`config.mk`:
```
export PLATFORM = sky130hd
export DESIGN_NAME = sensor_packet_tx
export DESIGN_NICKNAME = d
export VERILOG_FILES = /design/src/rtl/sensor_packet_tx.sv
export SDC_FILE = /design/constraint.sdc
export NUM_CORES = 1
export LEC_CHECK = 0
export ABC_CLOCK_PERIOD_IN_PS = 9600
export BUFFER_PORTS_ARGS = -buffer_cell sky130_fd_sc_hd__buf_2
export CAP_MARGIN = 15
export CORE_ASPECT_RATIO = 1.2
export CORE_MARGIN = 3
export CORE_UTILIZATION = 64
export DETAILED_ROUTE_END_ITERATION = 12
export PLACE_DENSITY = 0.84
export SYNTH_ARGS = -nofsm -noshare
export SYNTH_HDL_FRONTEND = slang
export SYNTH_SLANG_ARGS = --single-unit
```
`constraint.sdc`:
```
create_clock -name clk -period 9.6 [get_ports clk]
set_input_delay 0.96 -clock clk [delete_from_list [all_inputs] [get_ports clk]]
set_output_delay 0.96 -clock clk [all_outputs]
set_load 0.1 [all_outputs]
```
`src/rtl/sensor_packet_tx.sv`:
```
// Framer for the 8-byte sensor status packet streamed into the UART transmitter.
// Snapshots the fields at packet start, appends an additive checksum, waits for a 0x55 ACK and retries on timeout.
module sensor_packet_tx #(
    parameter int PERIOD_CYCLES = 50000000,
    parameter int ACK_TIMEOUT   = 200000,
    parameter int MAX_RETRY     = 2
) (
    input  logic       clk,
    input  logic       rst,
    input  logic       send_req,
    input  logic [1:0] sensor_temp,
    input  logic [1:0] sensor_humidity,
    input  logic [1:0] sensor_light,
    input  logic [1:0] sensor_soil,
    input  logic [7:0] fault_flags,
    input  logic [7:0] actuator_status,
    output logic [7:0] tx_data,
    output logic       tx_valid,
    input  logic       tx_ready,
    input  logic [7:0] rx_data,
    input  logic       rx_valid,
    output logic       busy,
    output logic       pkt_done,
    output logic       pkt_fail,
    output logic [2:0] retry_cnt,
    output logic [7:0] pkt_count,
    output logic [1:0] dbg_state
);
    typedef enum logic [1:0] {
        S_IDLE     = 2'd0,
        S_SEND     = 2'd1,
        S_WAIT_ACK = 2'd2
    } state_t;

    localparam logic [31:0] PERIOD_LAST  = 32'(PERIOD_CYCLES - 1);
    localparam logic [31:0] TIMEOUT_LAST = 32'(ACK_TIMEOUT - 1);
    localparam logic [2:0]  RETRY_LIMIT  = 3'(MAX_RETRY);
    localparam bit          PERIOD_EN    = (PERIOD_CYCLES != 0);
    localparam logic [7:0]  SYNC_BYTE    = 8'hAA;
    localparam logic [7:0]  ACK_BYTE     = 8'h55;

    state_t      r_state;
    logic [31:0] r_period_cnt;
    logic [31:0] r_to_cnt;
    logic        r_pending;
    logic        r_ack_seen;
    logic [2:0]  r_idx;
    logic [2:0]  r_retry;
    logic [7:0]  r_pkt_count;
    logic [7:0]  r_tx_data;
    logic        r_tx_valid;
    logic        r_done;
    logic        r_fail;
    logic [1:0]  r_temp;
    logic [1:0]  r_hum;
    logic [1:0]  r_light;
    logic [1:0]  r_soil;
    logic [7:0]  r_faults;
    logic [7:0]  r_act;
    logic [7:0]  r_csum;

    logic        w_period_hit;
    logic        w_trigger;
    logic        w_ack_rx;
    logic        w_xfer;
    logic [2:0]  w_next_idx;
    logic [7:0]  w_next_byte;
    logic [7:0]  w_csum;

    // Handshake: a byte moves on any cycle with tx_valid && tx_ready; until then
    // tx_valid and tx_data hold, and tx_valid only drops after a transfer or on reset.
    assign w_xfer       = r_tx_valid && tx_ready;
    assign w_period_hit = PERIOD_EN && (r_period_cnt == PERIOD_LAST);
    assign w_trigger    = send_req || w_period_hit;
    assign w_ack_rx     = rx_valid && (rx_data == ACK_BYTE);
    assign w_next_idx   = r_idx + 3'd1;
    assign w_csum       = {6'b0, sensor_temp} + {6'b0, sensor_humidity} + {6'b0, sensor_light}
                        + {6'b0, sensor_soil} + fault_flags + actuator_status;

    always_comb begin
        w_next_byte = SYNC_BYTE;
        case (w_next_idx)
            3'd1:    w_next_byte = {6'b0, r_temp};
            3'd2:    w_next_byte = {6'b0, r_hum};
            3'd3:    w_next_byte = {6'b0, r_light};
            3'd4:    w_next_byte = {6'b0, r_soil};
            3'd5:    w_next_byte = r_faults;
            3'd6:    w_next_byte = r_act;
            3'd7:    w_next_byte = r_csum;
            default: w_next_byte = SYNC_BYTE;
        endcase
    end

    // Free-running trigger timer; keeps counting while a packet is in flight.
    always_ff @(posedge clk) begin
        if (rst || !PERIOD_EN) begin
            r_period_cnt <= '0;
        end else if (w_period_hit) begin
            r_period_cnt <= '0;
        end else begin
            r_period_cnt <= r_period_cnt + 32'd1;
        end
    end

    always_ff @(posedge clk) begin
        if (rst) begin
            r_state     <= S_IDLE;
            r_to_cnt    <= '0;
            r_pending   <= 1'b0;
            r_ack_seen  <= 1'b0;
            r_idx       <= '0;
            r_retry     <= '0;
            r_pkt_count <= '0;
            r_tx_data   <= '0;
            r_tx_valid  <= 1'b0;
            r_done      <= 1'b0;
            r_fail      <= 1'b0;
            r_temp      <= '0;
            r_hum       <= '0;
            r_light     <= '0;
            r_soil      <= '0;
            r_faults    <= '0;
            r_act       <= '0;
            r_csum      <= '0;
        end else begin
            r_done <= 1'b0;
            r_fail <= 1'b0;
            if (w_ack_rx && (r_state != S_IDLE)) begin
                r_ack_seen <= 1'b1;
            end
            case (r_state)
                S_IDLE: begin
                    if (w_trigger || r_pending) begin
                        r_temp     <= sensor_temp;
                        r_hum      <= sensor_humidity;
                        r_light    <= sensor_light;
                        r_soil     <= sensor_soil;
                        r_faults   <= fault_flags;
                        r_act      <= actuator_status;
                        r_csum     <= w_csum;
                        r_idx      <= '0;
                        r_retry    <= '0;
                        r_ack_seen <= 1'b0;
                        r_pending  <= 1'b0;
                        r_tx_valid <= 1'b1;
                        r_tx_data  <= SYNC_BYTE;
                        r_state    <= S_SEND;
                    end
                end
                S_SEND: begin
                    if (w_trigger) begin
                        r_pending <= 1'b1;
                    end
                    if (w_xfer) begin
                        if (r_idx == 3'd7) begin
                            r_tx_valid <= 1'b0;
                            r_to_cnt   <= '0;
                            r_state    <= S_WAIT_ACK;
                        end else begin
                            r_idx     <= w_next_idx;
                            r_tx_data <= w_next_byte;
                        end
                    end
                end
                S_WAIT_ACK: begin
                    if (w_trigger) begin
                        r_pending <= 1'b1;
                    end
                    // An ACK landing on the timeout cycle still counts as delivered.
                    if (r_ack_seen || w_ack_rx) begin
                        r_done      <= 1'b1;
                        r_pkt_count <= r_pkt_count + 8'd1;
                        r_state     <= S_IDLE;
                    end else if (r_to_cnt == TIMEOUT_LAST) begin
                        if (r_retry < RETRY_LIMIT) begin
                            r_retry    <= r_retry + 3'd1;
                            r_idx      <= '0;
                            r_ack_seen <= 1'b0;
                            r_tx_valid <= 1'b1;
                            r_tx_data  <= SYNC_BYTE;
                            r_state    <= S_SEND;
                        end else begin
                            r_fail  <= 1'b1;
                            r_state <= S_IDLE;
                        end
                    end else begin
                        r_to_cnt <= r_to_cnt + 32'd1;
                    end
                end
                default: r_state <= S_IDLE;
            endcase
        end
    end

    assign tx_data   = r_tx_data;
    assign tx_valid  = r_tx_valid;
    assign busy      = (r_state != S_IDLE);
    assign pkt_done  = r_done;
    assign pkt_fail  = r_fail;
    assign retry_cnt = r_retry;
    assign pkt_count = r_pkt_count;
    assign dbg_state = r_state;
endmodule

```
==> results.txt <==
The final-report setup violation count came out at 0. At the worst endpoint, the required time is 9950 ps. Summing every instance area after synthesis gives 0.00654 mm2. The number of antenna repair diodes is 0.

The logs give 0 for the initial antenna violation count and 25800 um for the first-pass GRT wire length. Clock tree synthesis found a total of 125 sinks. The final cell area excluding filler cells came out at 0.00753 mm2. The total routing resource utilization after global routing is 0.275. The share of the yosys chip area belonging to registers was 0.382. TritonCTS built the clock tree. The die is 98.3 um wide. Critical path startpoint category: an input port. The number of cells produced by synthesis is 773, and the number of nets in the synthesized netlist is 853. In this run the power density over the cells is 239 mW/mm2. The analysis attributes to cell leakage a power of 0.00310 uW. The logs give 0 for the final count of hold timing violations and 0 for the max-capacitance violation count. Counting the fill cells in the layout gives 685. Boundary pin count: 62. Start point of the critical path: sensor_temp[1]. The initial core utilization came out at 0.670.

The kind of end point of the critical path is a register. Ratio of routed vias to standard cells: 5.98. The slowest stage of the critical path belongs to the cell fa_1.

The initialized floorplan defines 39 standard-cell rows. The max-slew violation count came out at 0. Leaving out fill and tap cells, the most frequent cells in the layout are 125 x dfxtp_1, 115 x nand2_1, 80 x nor2_1. The worst relative slew slack was 0.280. Post-CTS repair changed the size of 0 cells.

The run gives 17 as the number of buffers created by CTS. The setup path with the least slack is of type in -> reg. A synthesized cell averages 8.46 um2. Walking the worst path, the cells encountered are buf_2, inv_1, fa_1, inv_1, fa_1, inv_1, fa_1, inv_1, ha_1, a21oi_1, o211ai_1, o41ai_1, xnor2_1, nand2_1, a21oi_1.

Based on the critical path, the design can be clocked at up to 258 MHz. The flow ran to the end, and the final reports show no timing, DRC or antenna violations. The vertical die dimension works out to 117 um.

The sum of negative setup slack came out at 0 ps. The run gives 2 as the number of buffers on the longest clock path. The post-route clock period utilization is 0.403, and the maximum clock skew at final layout is 6.92 ps. The startpoint identified for the worst hold timing path is r_period_cnt[0]. The detail route stage leaves a number of antenna-violating nets equal to 0.

Post-CTS setup repair buffer count: 0. The area growth from synthesis to layout is 15.0%. Summing all multi-input logic gate instances after layout gives 0.00374 mm2. The number of nets in the finished design is 906. Share of synthesized flip-flops with an asynchronous set or reset: 0.

Number of flops mapped to enable cells by yosys: 0. The final core utilization is 0.771. The routed design has 15100 um of wire.

The hold-fix buffer count after cts is 0. The clock period could shrink to 3870 ps. The tools report the startpoint of the worst-slack reg-to-reg timing path as r_to_cnt[0]. For this run the aggregate overflow at the end of global routing stands at 0. CTS placed an instance of clkbuf_16 at the clock tree root.

Setup repair after global routing left no endpoint under its margin. The stage delay of the slowest cell on the critical path came out at 560 ps. The first TritonRoute pass finished after 5 iterations. The gate family responsible for the most delay along the worst path was adder cells.

Number of register bits inferred by synthesis: 125. Port buffering added 61 buffers. For this run, design rule violations remaining after detail routing come to 0.

The synthesis warning total is 0. The most frequent standard cell in the layout excluding fill and tap cells was dfxtp_1. Summing all placed instances gives a cell area of 0.00687 mm2. The area of the die came out at 0.0115 mm2.

Synthesis instantiated 64 different standard cells from the library. The DRC marker count from the first detailed-route iteration was 307. The tools report the final weighted congestion of routability-driven global placement as 0.891. The path type of the worst min-delay path is reg -> reg. The largest net degree at the start of global routing was 64; the fraction of final layout cells with drive strength greater than 1 was 0.149.

For this run, the leading register cell type out of synthesis is dfxtp_1. Average wire per cell in the routed design: 15.7 um. The buffering stage count on the worst path with inverters included came out at 5.

The most numerous cell type found on the critical path is inv_1. The critical path arrival was 4220 ps. Once detailed placement completed, the half-perimeter wirelength came to 10600 um. The tools report the highest ir drop seen on vdd as 151 uV. After clock tree synthesis, the clock-pin slew on the worst setup and hold paths is 60 ps.

Of all nets on the critical path, the largest fanout is 2. The H-tree was split into 4 levels. The design draws 1800 uW. The clock network latency to the later pin of the worst-skew pair was 420 ps.

Summing all flip-flop and latch instances after layout gives 0.00250 mm2. Number of global-route vias before repair: 5674. The area of the core was 0.00976 mm2; the transition time at the pin with the least slew margin was 1070 ps. Detailed routing inserted a total of 5750 vias.
-- path summary, 6_finish.rpt --
check	end	slack (ps)	cells past startpoint
worst min register to register	r_period_cnt[0]	440	1
worst max-delay path	r_csum[7]	5730	15
worst max register to register	tx_data[2]	6460	7
worst min-delay path	r_period_cnt[0]	440	1
-- registers in the layout (all words and copies together) (netlist names), 3 cells and up --
register	flops
r_period_cnt	32
pkt_count	8
r_csum	8
r_to_cnt	32
tx_data	8
r_idx	3
r_faults	8
retry_cnt	3
r_act	8
-- metal layers --
| metal | routed length (um) | share of wire | track usage |
|---|---|---|---|
| met1 | 6060 | 0.40 | 0.309 |
| met2 | 7740 | 0.51 | 0.495 |
| met3 | 891 | 0.059 | 0.0669 |
| met4 | 397 | 0.026 | 0.123 |
| met5 | 0 | 0 | 0 |
-- logic make-up after synthesis --
group,Yosys count,share of synthesized area
AOI/OAI and AO/OA,143,0.146
xor gates and xnor gates,52,0.0696
adders and majority gates,43,0.0903
buffers and inverters,68,0.0476
DFF,125,0.382
muxes,12,0.0186
and+or+nand+nor,330,0.245
-- synthesized netlist by cell type (4+ instances only) --
library cell,count,area [um2]
nand4_1,16,100
or4_1,6,45.0
clkbuf_1,22,82.6
a31o_2,10,87.6
nor2_1,81,304
nand3_1,30,150
a22oi_1,6,45.0
fa_1,7,140
and4_1,4,35.0
a41o_1,5,50.1
inv_1,33,124
a22o_1,6,52.6
a31oi_1,8,50.1
or3_1,10,62.6
mux2i_1,11,110
and3_1,14,87.6
nand2_1,115,432
a21oi_1,63,315
buf_2,5,25.0
o21ai_0,9,45.0
ha_1,36,450
xnor2_1,29,254
nor4b_1,4,35.0
xor2_1,23,201
nor4_1,8,50.1
nor3_1,14,70.1
nand2b_1,5,31.3
and2_1,10,62.6
dfxtp_1,125,2500
o211ai_1,4,30.0
a211oi_1,6,45.0
-- power by group --
group          leakage (uW)  switching (uW)  total [uW]  internal [uW]
logic               0.00179             358         521            163
registers           0.00101            35.0         606            571
clock network      0.000297             237         672            435
total               0.00310             630        1800           1170
-- through the flow --
step | setup slack [ps] | cells | hold slack (ps)
final | 5730 | 962 | 442
after global placement | 5340 | 927 | 423
after detailed placement | 5260 | 927 | 436
after CTS | 5690 | 959 | 446
after floorplan | 5640 | 773 | 413
after global routing | 5520 | 962 | 451
-- area by class of cell --
cell class	instances	area share
Multi-Input combinational cell	580	0.497
Clock inverter	13	0.0256
Clock buffer	19	0.0575
Tap cell	123	0.0204
Inverter	33	0.0165
Timing Repair Buffer	69	0.0502
Sequential cell	125	0.333
(Power assumes the default switching activity.)
